<file path="config.mk">
export PLATFORM = sky130hd
export DESIGN_NAME = drive_free_src_bridge
export DESIGN_NICKNAME = d
export VERILOG_FILES = /design/src/rtl/drive_free_pkg.sv /design/src/rtl/sync_edge_det.sv /design/src/rtl/drive_free_src_bridge.sv
export SDC_FILE = /design/constraint.sdc
export NUM_CORES = 1
export LEC_CHECK = 0
export BUFFER_PORTS_ARGS = -buffer_cell sky130_fd_sc_hd__buf_2
export CAP_MARGIN = 20
export CORE_MARGIN = 4
export CORE_UTILIZATION = 45
export DETAILED_ROUTE_END_ITERATION = 6
export GPL_TIMING_DRIVEN = 0
export PLACE_DENSITY = 0.69
export SLEW_MARGIN = 10
export SYNTH_ARGS = -nofsm -noshare
export SYNTH_HDL_FRONTEND = slang
export SYNTH_SLANG_ARGS = --single-unit
</file>
<file path="constraint.sdc">
create_clock -name clk -period 3.15 [get_ports clk]
set_input_delay 0.63 -clock clk [delete_from_list [all_inputs] [get_ports clk]]
set_output_delay 0.63 -clock clk [all_outputs]
set_load 0.03 [all_outputs]
</file>
<file path="src/rtl/drive_free_pkg.sv">
// Shared definitions for the drive/free source bridge and its helpers.
//   state_t                 : bridge FSM state (IDLE, DRIVE, WAIT_FREE), 2-bit encoding
//   DEFAULT_SYNC_STAGES     : default flip-flop depth of the i_free synchroniser
//   DEFAULT_DRIVE_PULSE_CYC : default number of cycles o_drive is held high per token
package drive_free_pkg;

  typedef enum logic [1:0] {
    ST_IDLE      = 2'd0,
    ST_DRIVE     = 2'd1,
    ST_WAIT_FREE = 2'd2
  } state_t;

  localparam int DEFAULT_SYNC_STAGES     = 2;
  localparam int DEFAULT_DRIVE_PULSE_CYC = 1;

endpackage

</file>
<file path="src/rtl/sync_edge_det.sv">
// Multi-flop synchroniser followed by a rising-edge detector.
// Brings an asynchronous level into the clk domain and produces a one-cycle
// pulse for each low-to-high transition seen at the synchroniser output.
// Ports:
//   clk      : sole clock, rising edge
//   rst      : synchronous active-high reset, clears the chain and edge register
//   async_in : asynchronous input level
//   rise     : one-cycle pulse on a rising edge of the synchronised level
module sync_edge_det
  import drive_free_pkg::*;
#(
  parameter int SYNC_STAGES = DEFAULT_SYNC_STAGES
) (
  input  logic clk,
  input  logic rst,
  input  logic async_in,
  output logic rise
);

  logic [SYNC_STAGES-1:0] sync_reg;
  logic                   prev_reg;

  always_ff @(posedge clk) begin
    if (rst) begin
      sync_reg <= '0;
      prev_reg <= 1'b0;
    end else begin
      sync_reg <= {sync_reg[SYNC_STAGES-2:0], async_in};
      prev_reg <= sync_reg[SYNC_STAGES-1];
    end
  end

  assign rise = sync_reg[SYNC_STAGES-1] & ~prev_reg;

endmodule

</file>
<file path="src/rtl/drive_free_src_bridge.sv">
// Synchronous-to-asynchronous source stage for one input port of the mutex
// merge. Words arrive over valid/ready, are buffered in a small FIFO and issued
// one at a time as a drive pulse; the data is held until the returning free
// pulse has been synchronised and detected. One token outstanding at a time.
// Optional build macro: DRIVE_FREE_SRC_TIMEOUT_EN enables a sticky watchdog
// on o_timeout (WAIT_FREE longer than TIMEOUT_CYC cycles, or a spurious free).
// Ports:
//   clk, rst  : clock and synchronous active-high reset
//   i_valid, o_ready, i_data : upstream valid/ready word interface
//   o_drive   : drive pulse to the merge stage (high while in DRIVE)
//   o_data    : token data, registered, stable while a token is outstanding
//   i_free    : free pulse returned from the merge stage, asynchronous
//   o_busy    : a token is outstanding
//   o_timeout : sticky watchdog flag (0 when the watchdog is compiled out)
module drive_free_src_bridge
  import drive_free_pkg::*;
#(
  parameter int DATA_WIDTH      = 32,
  parameter int FIFO_DEPTH      = 4,
  parameter int SYNC_STAGES     = DEFAULT_SYNC_STAGES,
  parameter int DRIVE_PULSE_CYC = DEFAULT_DRIVE_PULSE_CYC,
  parameter int TIMEOUT_CYC     = 1024
) (
  input  logic                  clk,
  input  logic                  rst,
  input  logic                  i_valid,
  output logic                  o_ready,
  input  logic [DATA_WIDTH-1:0] i_data,
  output logic                  o_drive,
  output logic [DATA_WIDTH-1:0] o_data,
  input  logic                  i_free,
  output logic                  o_busy,
  output logic                  o_timeout
);

  localparam int PTR_W   = $clog2(FIFO_DEPTH);
  localparam int CNT_W   = PTR_W + 1;
  localparam int PULSE_W = (DRIVE_PULSE_CYC > 1) ? $clog2(DRIVE_PULSE_CYC) : 1;

  logic [DATA_WIDTH-1:0] fifo_mem [FIFO_DEPTH];
  logic [PTR_W-1:0]      wr_ptr_reg, rd_ptr_reg;
  logic [CNT_W-1:0]      count_reg;
  logic [DATA_WIDTH-1:0] data_reg;
  logic [PULSE_W-1:0]    pulse_cnt_reg;
  state_t                state_reg, state_next;

  logic free_evt;
  logic push, pop, load;

  sync_edge_det #(
    .SYNC_STAGES(SYNC_STAGES)
  ) u_free_sync (
    .clk      (clk),
    .rst      (rst),
    .async_in (i_free),
    .rise     (free_evt)
  );

  // Ready depends only on the registered count, so there is no path from i_valid.
  assign o_ready = (count_reg != CNT_W'(FIFO_DEPTH));
  assign push    = i_valid & o_ready;
  // The in-flight word stays at the FIFO head until its free returns.
  assign pop     = (state_reg == ST_WAIT_FREE) & free_evt;
  assign load    = (state_reg == ST_IDLE) & (count_reg != '0);

  // FIFO storage: write port only, no reset so it can map to RAM.
  always_ff @(posedge clk) begin
    if (push) begin
      fifo_mem[wr_ptr_reg] <= i_data;
    end
  end

  // Registered read of the head into the output data register.
  always_ff @(posedge clk) begin
    if (rst) begin
      data_reg <= '0;
    end else if (load) begin
      data_reg <= fifo_mem[rd_ptr_reg];
    end
  end

  always_ff @(posedge clk) begin
    if (rst) begin
      wr_ptr_reg <= '0;
      rd_ptr_reg <= '0;
      count_reg  <= '0;
    end else begin
      if (push) begin
        wr_ptr_reg <= wr_ptr_reg + PTR_W'(1);
      end
      if (pop) begin
        rd_ptr_reg <= rd_ptr_reg + PTR_W'(1);
      end
      case ({push, pop})
        2'b10:   count_reg <= count_reg + CNT_W'(1);
        2'b01:   count_reg <= count_reg - CNT_W'(1);
        default: count_reg <= count_reg;
      endcase
    end
  end

  always_ff @(posedge clk) begin
    if (rst) begin
      state_reg     <= ST_IDLE;
      pulse_cnt_reg <= '0;
    end else begin
      state_reg <= state_next;
      if (state_reg == ST_DRIVE && state_next == ST_DRIVE) begin
        pulse_cnt_reg <= pulse_cnt_reg + PULSE_W'(1);
      end else begin
        pulse_cnt_reg <= '0;
      end
    end
  end

  // Free events outside WAIT_FREE are ignored; passing through IDLE between
  // tokens guarantees a low gap on o_drive.
  always_comb begin
    state_next = state_reg;
    case (state_reg)
      ST_IDLE: begin
        if (count_reg != '0) begin
          state_next = ST_DRIVE;
        end
      end
      ST_DRIVE: begin
        if (pulse_cnt_reg == PULSE_W'(DRIVE_PULSE_CYC - 1)) begin
          state_next = ST_WAIT_FREE;
        end
      end
      ST_WAIT_FREE: begin
        if (free_evt) begin
          state_next = ST_IDLE;
        end
      end
      default: state_next = ST_IDLE;
    endcase
  end

  assign o_drive = (state_reg == ST_DRIVE);
  assign o_busy  = (state_reg != ST_IDLE);
  assign o_data  = data_reg;

`ifdef DRIVE_FREE_SRC_TIMEOUT_EN
  localparam int WD_W = $clog2(TIMEOUT_CYC) + 1;

  logic [WD_W-1:0] wd_cnt_reg;
  logic            timeout_reg;

  // Counter saturates at TIMEOUT_CYC; the flag is raised on the same edge the
  // counter reaches the limit and is only cleared by rst.
  always_ff @(posedge clk) begin
    if (rst) begin
      wd_cnt_reg  <= '0;
      timeout_reg <= 1'b0;
    end else begin
      if (state_reg == ST_DRIVE && state_next == ST_WAIT_FREE) begin
        wd_cnt_reg <= '0;
      end else if (state_reg == ST_WAIT_FREE && wd_cnt_reg != WD_W'(TIMEOUT_CYC)) begin
        wd_cnt_reg <= wd_cnt_reg + WD_W'(1);
        if (wd_cnt_reg == WD_W'(TIMEOUT_CYC - 1)) begin
          timeout_reg <= 1'b1;
        end
      end
      if (free_evt && state_reg != ST_WAIT_FREE) begin
        timeout_reg <= 1'b1;
      end
    end
  end

  assign o_timeout = timeout_reg;
`else
  logic unused_timeout_cfg;
  assign unused_timeout_cfg = (TIMEOUT_CYC > 0);
  assign o_timeout          = 1'b0;
`endif

endmodule

</file>
==> results.ini <==
[outcome]
status=finished, final reports clean

[route]
drt-initial-drc-count=209
routed_wl_mm=11.0
viasPerCell=5.12
ant_nets=0
wl_per_cell_microns=18.4
num_vias=3065
drcViolationCount=0
drtPass1Iterations=4

[clock_tree]
clk_path_buf_depth=2
cts_resized=0
clkSinkCount=173
hold_buffers=0
cts_tree=built
insertion_delay_ns=0.41
htree_levels=4
clock_tree.root_cell=clkbuf_16
cts_buffers=17
clk_pin_slew_ns=0.07
cts_setup_buffers=0

[timing]
fin_worst_skew_ns=0.0104
max-slew-margin-rel_pct=55.2
setup_viol=0
finalCriticalPeriod_ns=2.29
drv_slew=0
fin_setup_tns_ns=0
fmax_mhz=436
timing.hold.ws_ns=0.428
final_hold_viol_count=0
fin_crit_sh_pct=72.7
tightest_slew_ns=0.673
layout_setup_ws_ns=0.859
rsz0062_at_grt=false

[finish]
drive_above_1_share_pct=37.5
stdcell_count=599
utilization_pct=54.5
area_growth_pct=19.5
diodes=0
stdcell_area_sq_mm=0.00754
nNetsFinal=448
nFillCells=1085
largest_reg_flops=128

[synth]
synth_area_sq_mm=0.00631
synth_top_area_cell=edfxtp_1
seq_area_frac_synth_pct=75.2
netlist.area_leader.share_pct=60.9
synth-edff-count=128
synth_cell_types=37
ys_dominant_reg_cell=edfxtp_1
synthTopCellsByArea=edfxtp_1 (61%), dfxtp_1 (14%), mux4_2 (11%)
yosysMostFrequentCell=edfxtp_1
ys_seq_elements=173
synth_warnings=0
synth_top_cells_by_count=edfxtp_1 (128), dfxtp_1 (45), a22o_1 (32)
synthCells=313
synthArstFlopShare_pct=0
syn_area_per_cell_sq_um=20.2

[global_route]
grt_pass1_vias=3306
grt_pass1_wl_mm=17.6
grt_overflow=0
grt_usage_pct=14.7
antenna_found_initial=1
grt_max_degree=24

[critical_path]
critPathKind=flip-flop to flip-flop
path_max_fanout=10
slowest_stage=fa_1
arrival_ns=2.64
r2r_cells=9
crit_required_ns=3.50
rr_endpoint=count_reg[2]
r2r_setup_slack_ns=0.86
path_cells=or3b_1, buf_2, nand2_1, ha_1, inv_1, fa_1, xor2_1, or3_1, a21oi_1
r2r-start=count_reg[2]
cp-start-kind=flip-flop
cpPeakStageDelay_ns=0.37
critPathCaptureType=flip-flop

[power]
clock_power_share_pct=39.2
p_switching_mw=1.17
pwr-share-comb_pct=9.1
peakVddDrop_v=0.000531
powerDensity_mw_per_mm2=674
p_leak_nw=2.70
seqPwrFrac_pct=51.7
switching_share_pct=22.9
total_power_mw=5.08
intPower_mw=3.92

[place]
dpl.hpwl_mm=7.16
port_buffers=69
postPlaceCellArea_sq_mm=0.00697
place_congestion=0.681
dpl.cell_count=567
dp_slack_ns=0.868

[job]
drv_cap=0

[die]
ios=72
fp.dieH_microns=126
die_w_microns=126
initial_core_util_pct=45.6
core_area_sq_mm=0.0138
row_count=43
dieArea_sq_mm=0.0160

[min_path]
hold_depth=1
whs_endpoint=fifo_mem[3][2]
hold_path_class=input port to flip-flop
min_from=i_data[2]

==> critical path, delay by kind of cell (launching register included) <==
kind | cells | cell delay [ns]
compound gates | 1 | 0.14
xor+xnor | 1 | 0.16
fa+ha+maj | 2 | 0.56
buf+inv | 2 | 0.24
flops | 1 | 0.36
simple gates | 3 | 0.76
==> layout make-up <==
| cell class | count | area (sq um) | share of cell area, % |
|---|---|---|---|
| clock buffers | 17 | 425 | 5.64 |
| multi-input cells | 114 | 1380 | 18.3 |
| plain buffers | 18 | 156 | 2.07 |
| inverters | 9 | 33.8 | 0.448 |
| repair buffers | 73 | 425 | 5.64 |
| well taps | 180 | 225 | 2.99 |
| clock inverters | 15 | 145 | 1.93 |
| flip-flops and latches | 173 | 4740 | 62.9 |
==> how the worst max path moves through the flow <==
| stage | startpoint | endpoint | slack (ns) |
|---|---|---|---|
| floorplan | count_reg[0] | count_reg[2] | 0.96 |
| global placement | i_valid | fifo_mem[0][14] | 0.34 |
| detailed placement | count_reg[2] | count_reg[2] | 0.87 |
| CTS | count_reg[2] | count_reg[2] | 0.84 |
| global route | count_reg[2] | count_reg[2] | 0.73 |
| finish | count_reg[2] | count_reg[2] | 0.86 |
==> power by group through the flow <==
stage               clock network [mW]  registers, mW  logic, mW
floorplan                            0           2.77      0.209
global placement                     0           2.67      0.455
detailed placement                   0           2.68      0.475
CTS                               2.03           2.63      0.477
global route                      2.15           2.64      0.502
finish                            1.99           2.63      0.465
==> metal layers <==
layer  up-vias  global-route usage (%)  part of all wire [%]  wire (microns)
met2        70                    25.4                    53            5790
met5         -                       0                  0.12              13
met3        10                    5.35                   5.5             603
met1      1546                    17.4                    41            4500
li1       1437                       -                     -               -
met4         2                    4.16                  0.91             100
==> logic make-up (layout without fill, tap and decap cells) <==
group / count (synthesis) / in the layout / share of synthesized area, %
simple gates: 27 / 27 / 2.74
other cells: 1 / 2 / 0.0594
flops: 173 / 173 / 75.2
compound gates: 44 / 44 / 5.69
fa+ha+maj: 6 / 6 / 1.31
mux: 33 / 33 / 11.7
buf+inv: 27 / 132 / 3.01
xor+xnor: 2 / 2 / 0.278
==> placed cells by master (no fill, tap or decap), drive strengths merged <==
master / synthesis / routed
a22o: 32 / 32
clkinvlp: 0 / 4
dfxtp: 45 / 45
xor2: 2 / 2
nor2b: 5 / 5
conb: 1 / 2
buf: 14 / 87
nor2: 5 / 5
mux2i: 1 / 1
nand3: 2 / 2
o21ai: 2 / 2
and3: 4 / 4
nand4bb: 1 / 1
nor3: 1 / 1
a21oi: 7 / 7
or3: 3 / 3
a21o: 2 / 2
fa: 1 / 1
nand2: 3 / 3
clkinv: 0 / 7
ha: 5 / 5
clkbuf: 4 / 21
mux4: 32 / 32
nand2b: 1 / 1
bufinv: 0 / 2
or3b: 1 / 1
a22oi: 1 / 1
edfxtp: 128 / 128
nor3b: 1 / 1
inv: 9 / 11
Note: power is estimated with default switching activity, not from simulation.
